## src/rtl/spi_slave_rx.sv

```systemverilog
// Receiver for the parity-protected SPI link: synchronizes SS/SCLK/SD, shifts in
// DATA_W data bits LSB first plus an even-parity bit, and acknowledges good frames on SACK.
module spi_slave_rx #(
    parameter int DATA_W      = 64,
    parameter int SYNC_STAGES = 2,
    parameter int BIT_TIMEOUT = 255
) (
    input  logic              CLK,
    input  logic              RESET_N,
    input  logic              SS,
    input  logic              SCLK,
    input  logic              SD,
    output logic              SACK,
    output logic [DATA_W-1:0] DATA_OUT,
    output logic              VALID,
    output logic              PARITY_ERR,
    output logic              FRAME_ERR
);
    localparam int CW = $clog2(DATA_W + 3);
    localparam int IW = $clog2(DATA_W);
    localparam int TW = $clog2(BIT_TIMEOUT + 1);
    localparam logic [CW-1:0] CNT_PAR  = CW'(DATA_W);
    localparam logic [CW-1:0] CNT_FULL = CW'(DATA_W + 1);
    localparam logic [CW-1:0] CNT_SAT  = CW'(DATA_W + 2);
    localparam logic [TW-1:0] TMO_LAST = TW'(BIT_TIMEOUT - 1);

    typedef enum logic [1:0] {IDLE, RECV, CHECK, WAIT_SS} state_t;

    state_t state, state_n;

    logic [SYNC_STAGES-1:0] ss_sync, sclk_sync, sd_sync;
    logic [SYNC_STAGES:0]   settle_pipe;
    logic                   ss_d, sclk_d;
    logic                   ss_s, sclk_s, sd_s;
    logic                   ss_rise, sclk_rise, settled;
    logic                   armed;

    logic [DATA_W-1:0]      shreg;
    logic [CW-1:0]          cnt;
    logic [TW-1:0]          timer;
    logic                   par, rx_par;
    logic                   start, abort;

    assign ss_s      = ss_sync[SYNC_STAGES-1];
    assign sclk_s    = sclk_sync[SYNC_STAGES-1];
    assign sd_s      = sd_sync[SYNC_STAGES-1];
    assign ss_rise   = ss_s & ~ss_d;
    assign sclk_rise = sclk_s & ~sclk_d;
    assign settled   = settle_pipe[SYNC_STAGES];

    always_ff @(posedge CLK or negedge RESET_N) begin
        if (!RESET_N) begin
            ss_sync     <= '1;
            sclk_sync   <= '0;
            sd_sync     <= '0;
            ss_d        <= 1'b1;
            sclk_d      <= 1'b0;
            settle_pipe <= '0;
            armed       <= 1'b0;
        end else begin
            ss_sync     <= {ss_sync[SYNC_STAGES-2:0], SS};
            sclk_sync   <= {sclk_sync[SYNC_STAGES-2:0], SCLK};
            sd_sync     <= {sd_sync[SYNC_STAGES-2:0], SD};
            ss_d        <= ss_s;
            sclk_d      <= sclk_s;
            settle_pipe <= {settle_pipe[SYNC_STAGES-1:0], 1'b1};
            // A frame may only start once SS has been seen high with real samples,
            // so a frame already in flight at reset release is never decoded.
            armed       <= armed | (settled & ss_s);
        end
    end

    always_ff @(posedge CLK or negedge RESET_N) begin
        if (!RESET_N) state <= IDLE;
        else          state <= state_n;
    end

    always_comb begin
        state_n = state;
        start   = 1'b0;
        abort   = 1'b0;
        case (state)
            IDLE: begin
                if (settled && !ss_s) begin
                    state_n = armed ? RECV : WAIT_SS;
                    start   = armed;
                end
            end
            RECV: begin
                if (ss_rise) begin
                    state_n = CHECK;
                end else if (!sclk_rise && timer == TMO_LAST) begin
                    state_n = WAIT_SS;
                    abort   = 1'b1;
                end
            end
            CHECK:   state_n = IDLE;
            WAIT_SS: if (ss_s) state_n = IDLE;
            default: state_n = IDLE;
        endcase
    end

    always_ff @(posedge CLK or negedge RESET_N) begin
        if (!RESET_N) begin
            shreg      <= '0;
            cnt        <= '0;
            timer      <= '0;
            par        <= 1'b0;
            rx_par     <= 1'b0;
            SACK       <= 1'b0;
            DATA_OUT   <= '0;
            VALID      <= 1'b0;
            PARITY_ERR <= 1'b0;
            FRAME_ERR  <= 1'b0;
        end else begin
            VALID      <= 1'b0;
            PARITY_ERR <= 1'b0;
            FRAME_ERR  <= abort;
            if (start) begin
                cnt    <= '0;
                timer  <= '0;
                par    <= 1'b0;
                rx_par <= 1'b0;
                SACK   <= 1'b0;
            end
            if (state == RECV) begin
                if (sclk_rise) begin
                    timer <= '0;
                    if (cnt < CNT_PAR) begin
                        shreg[cnt[IW-1:0]] <= sd_s;
                        par                <= par ^ sd_s;
                    end else if (cnt == CNT_PAR) begin
                        rx_par <= sd_s;
                    end
                    if (cnt != CNT_SAT) cnt <= cnt + CW'(1);
                end else begin
                    timer <= timer + TW'(1);
                end
            end
            if (state == CHECK) begin
                if (cnt != CNT_FULL) begin
                    FRAME_ERR <= 1'b1;
                end else if (par != rx_par) begin
                    PARITY_ERR <= 1'b1;
                end else begin
                    DATA_OUT <= shreg;
                    VALID    <= 1'b1;
                    SACK     <= 1'b1;
                end
            end
        end
    end
endmodule

```

## config.mk

```make
export PLATFORM = sky130hd
export DESIGN_NAME = spi_slave_rx
export DESIGN_NICKNAME = d
export VERILOG_FILES = /design/src/rtl/spi_slave_rx.sv
export SDC_FILE = /design/constraint.sdc
export NUM_CORES = 1
export LEC_CHECK = 0
export CORE_ASPECT_RATIO = 1.1
export CORE_MARGIN = 10
export CORE_UTILIZATION = 57
export DETAILED_ROUTE_END_ITERATION = 10
export GPL_TIMING_DRIVEN = 0
export HOLD_SLACK_MARGIN = 0.15
export PLACE_DENSITY_LB_ADDON = 0.25
export SYNTH_ARGS = -nofsm -noshare
export SYNTH_HDL_FRONTEND = slang
export SYNTH_SLANG_ARGS = --single-unit
export TNS_END_PERCENT = 30
```

## constraint.sdc

```tcl
create_clock -name CLK -period 2.7 [get_ports CLK]
set_clock_uncertainty 0.15 [all_clocks]
set_input_delay 0.405 -clock CLK [delete_from_list [all_inputs] [get_ports CLK]]
set_output_delay 0.405 -clock CLK [all_outputs]
set_load 0.03 [all_outputs]
```

==> results_dict.tcl <==
set metrics [dict create \
    status "finished, final reports clean" \
    cts_root_buffer "clkbuf_16" \
    ir_drop_mv 0.4281 \
    clk_latency_ps 420 \
    worst_setup_path_end_kind "register" \
    h-tree-depth 4 \
    dr.pass1.iters 4 \
    mostFrequentLayoutCells "dfrtp_1 (160), mux2_2 (84), nand3_1 (72)" \
    drt-initial-drc-count 300 \
    hpwl_um 10410 \
    async_flop_share_pct 100.0 \
    required_ps 2850 \
    synth_cells 535 \
    max_slew_margin_pct 45.32 \
    ys_seq_area_share_pct 56.26 \
    grt_pass1_vias 4939 \
    report.final.slew_viol_count 0 \
    die_h_um 138.3 \
    path_clk_slew_ps 60 \
    io_buffers 72 \
    drive_gt1_share_pct 30.78 \
    fin_nets 639 \
    place.gp.congestion 0.8279 \
    r2r_start "cnt[1]" \
    syn2layout_area_growth_pct 21.12 \
    cp.arrival_ps 2630 \
    synth_ff_type "dfrtp_1" \
    fin_cells 797 \
    drv_cap 0 \
    diodes 0 \
    cts_buffers 17 \
    die-area_um2 17650 \
    viasPerCell 5.804 \
    fmax_mhz 403.4 \
    ys_ff_latch 163 \
    syn_area_um2 7257 \
    io_pins 73 \
    yosysWarnings 0 \
    fin_crit_sh_pct 91.81 \
    timing_worst_setup_path_type "register to register" \
    dpl_cell_area_um2 8203 \
    syn_area_per_cell_um2 13.56 \
    grt_start_max_net_pins 89 \
    post_cts_buffers 0 \
    grt_use_total_pct 17.78 \
    cp-startpoint "cnt[1]" \
    antenna_found_initial 0 \
    start_util_pct 57.89 \
    syn-num-nets 546 \
    num_vias 4626 \
    p_leak_nw 4.215 \
    layout_min_cycle_time_ps 2479 \
    drc_errors 0 \
    wl_per_cell_um 18.93 \
    fin_tns_setup_ps 0 \
    setup_viol 0 \
    die_x_um 127.6 \
    finish.instance_area_um2 8790 \
    report.final.hold_viol_count 0 \
    drtAntennaViolNets 0 \
    hold_path_startpoint "sd_sync[0]" \
    clock_path_buffers 2 \
    final_common_cell "dfrtp_1" \
    grt.overflow.total 0 \
    grt_pass1_wl_um 25380 \
    ys_types 58 \
    rsz0062_at_grt "no" \
    synth_edf_count 0 \
    cts_tree "built" \
    clock-sinks 163 \
    critPathMaxFanout 10 \
    powerDensity_nw_per_um2 659.3 \
    min_path_type "register to register" \
    place_inst 765 \
    rows 43 \
    finalWirelength_um 15090 \
    core_area_um2 12540 \
    worstMarginPinSlew_ps 816.6 \
    cp-start-kind "register" \
]
metrics by stage:
step	worst slack [ps]	utilization (%)	hold WS (ps)	total power, mW
after global routing	106.7	70.12	202.6	6.038
final	221.0	70.12	196.8	5.795
after CTS	42.71	70.07	198.2	5.832
after floorplan	503.0	-	-40.59	3.196
after global placement	-5090	65.21	183.1	3.447
after detailed placement	73.01	65.44	184.7	3.500
power by group:
part	internal, mW	switching (mW)	leakage [nW]
clock network	1.40	0.917	0.284
logic	0.276	0.563	1.70
registers	2.54	0.0950	2.23
logic make-up after synthesis:
family,count (synthesis),share of synthesized area [%]
buffers and inverters,55,3.965
DFF,163,56.26
muxes,134,22.66
adders and majority gates,6,1.034
other,1,0.05167
and+or+nand+nor,142,12.84
xor gates and xnor gates,1,0.1207
AOI/OAI and AO/OA,33,3.069
what timing repair did:
item | in CTS | in global routing
gates resized for setup | 0 | 1
endpoints found under the hold margin | 72 | 0
endpoints found under the setup margin | 0 | 38
hold buffers | 1 | 0
layer usage:
layer  GRT usage [%]  wire, um  vias to the layer above
met2           27.98      7539                      119
met3           5.010       791                       22
met4           8.244       306                        0
met5               0         0                        -
li1                -         -                     2119
met1           22.13      6448                     2366
final timing paths:
kind                                 to  slack, ps  depth (start not counted)
min reg2reg                  sd_sync[1]        200                          0
min                          sd_sync[1]        200                          0
min in group asynchronous  DATA_OUT[43]        410                          2
max                        DATA_OUT[60]        220                          8
max in group asynchronous  DATA_OUT[58]       1150                          3
max reg2reg                DATA_OUT[60]        220                          8
state kept, by name, indices dropped and copies added, names as in the netlist:
signal	count
FRAME_ERR	1
sd_sync	2
par	1
PARITY_ERR	1
shreg	64
ss_d	1
sclk_sync	2
ss_sync	2
armed	1
sclk_d	1
settle_pipe	3
SACK	1
rx_par	1
timer	8
cnt	7
state	2
VALID	1
DATA_OUT	64
cells in the mapped netlist (4+ instances only):
library cell | instances | area [um2]
mux2_4 | 38 | 570.6
nand3_1 | 72 | 360.4
nand2b_1 | 6 | 37.54
clkbuf_1 | 18 | 67.56
inv_1 | 11 | 41.29
dfrtp_1 | 160 | 4004
nand2_1 | 6 | 22.52
mux2i_1 | 6 | 60.06
o21ai_0 | 11 | 55.05
mux2_1 | 6 | 67.56
nor4_1 | 6 | 37.54
buf_4 | 5 | 37.54
or3_1 | 4 | 25.02
ha_1 | 6 | 75.07
buf_6 | 6 | 67.56
nand4_1 | 6 | 37.54
nor3_1 | 4 | 20.02
buf_2 | 14 | 70.07
mux2_2 | 84 | 945.9
worst max-delay path: stages (launching register included):
cell,delay [ps]
dfrtp_1,470
clkbuf_2,280
inv_1,100
ha_1,210
and2_1,170
nand4_1,170
buf_4,270
buf_6,210
mux2_4,320
area by class of cell:
cell class                      count  area (um2)
Inverter                           11       41.29
Fill cell                         863        3746
Clock buffer                       22       464.2
Sequential cell                   163        4083
Buffer                             44       247.7
Clock inverter                      9       106.4
Timing Repair Buffer               74       759.5
Multi-Input combinational cell    317        2892
Tap cell                          157       196.4
Note: power is estimated with default switching activity, not from simulation.
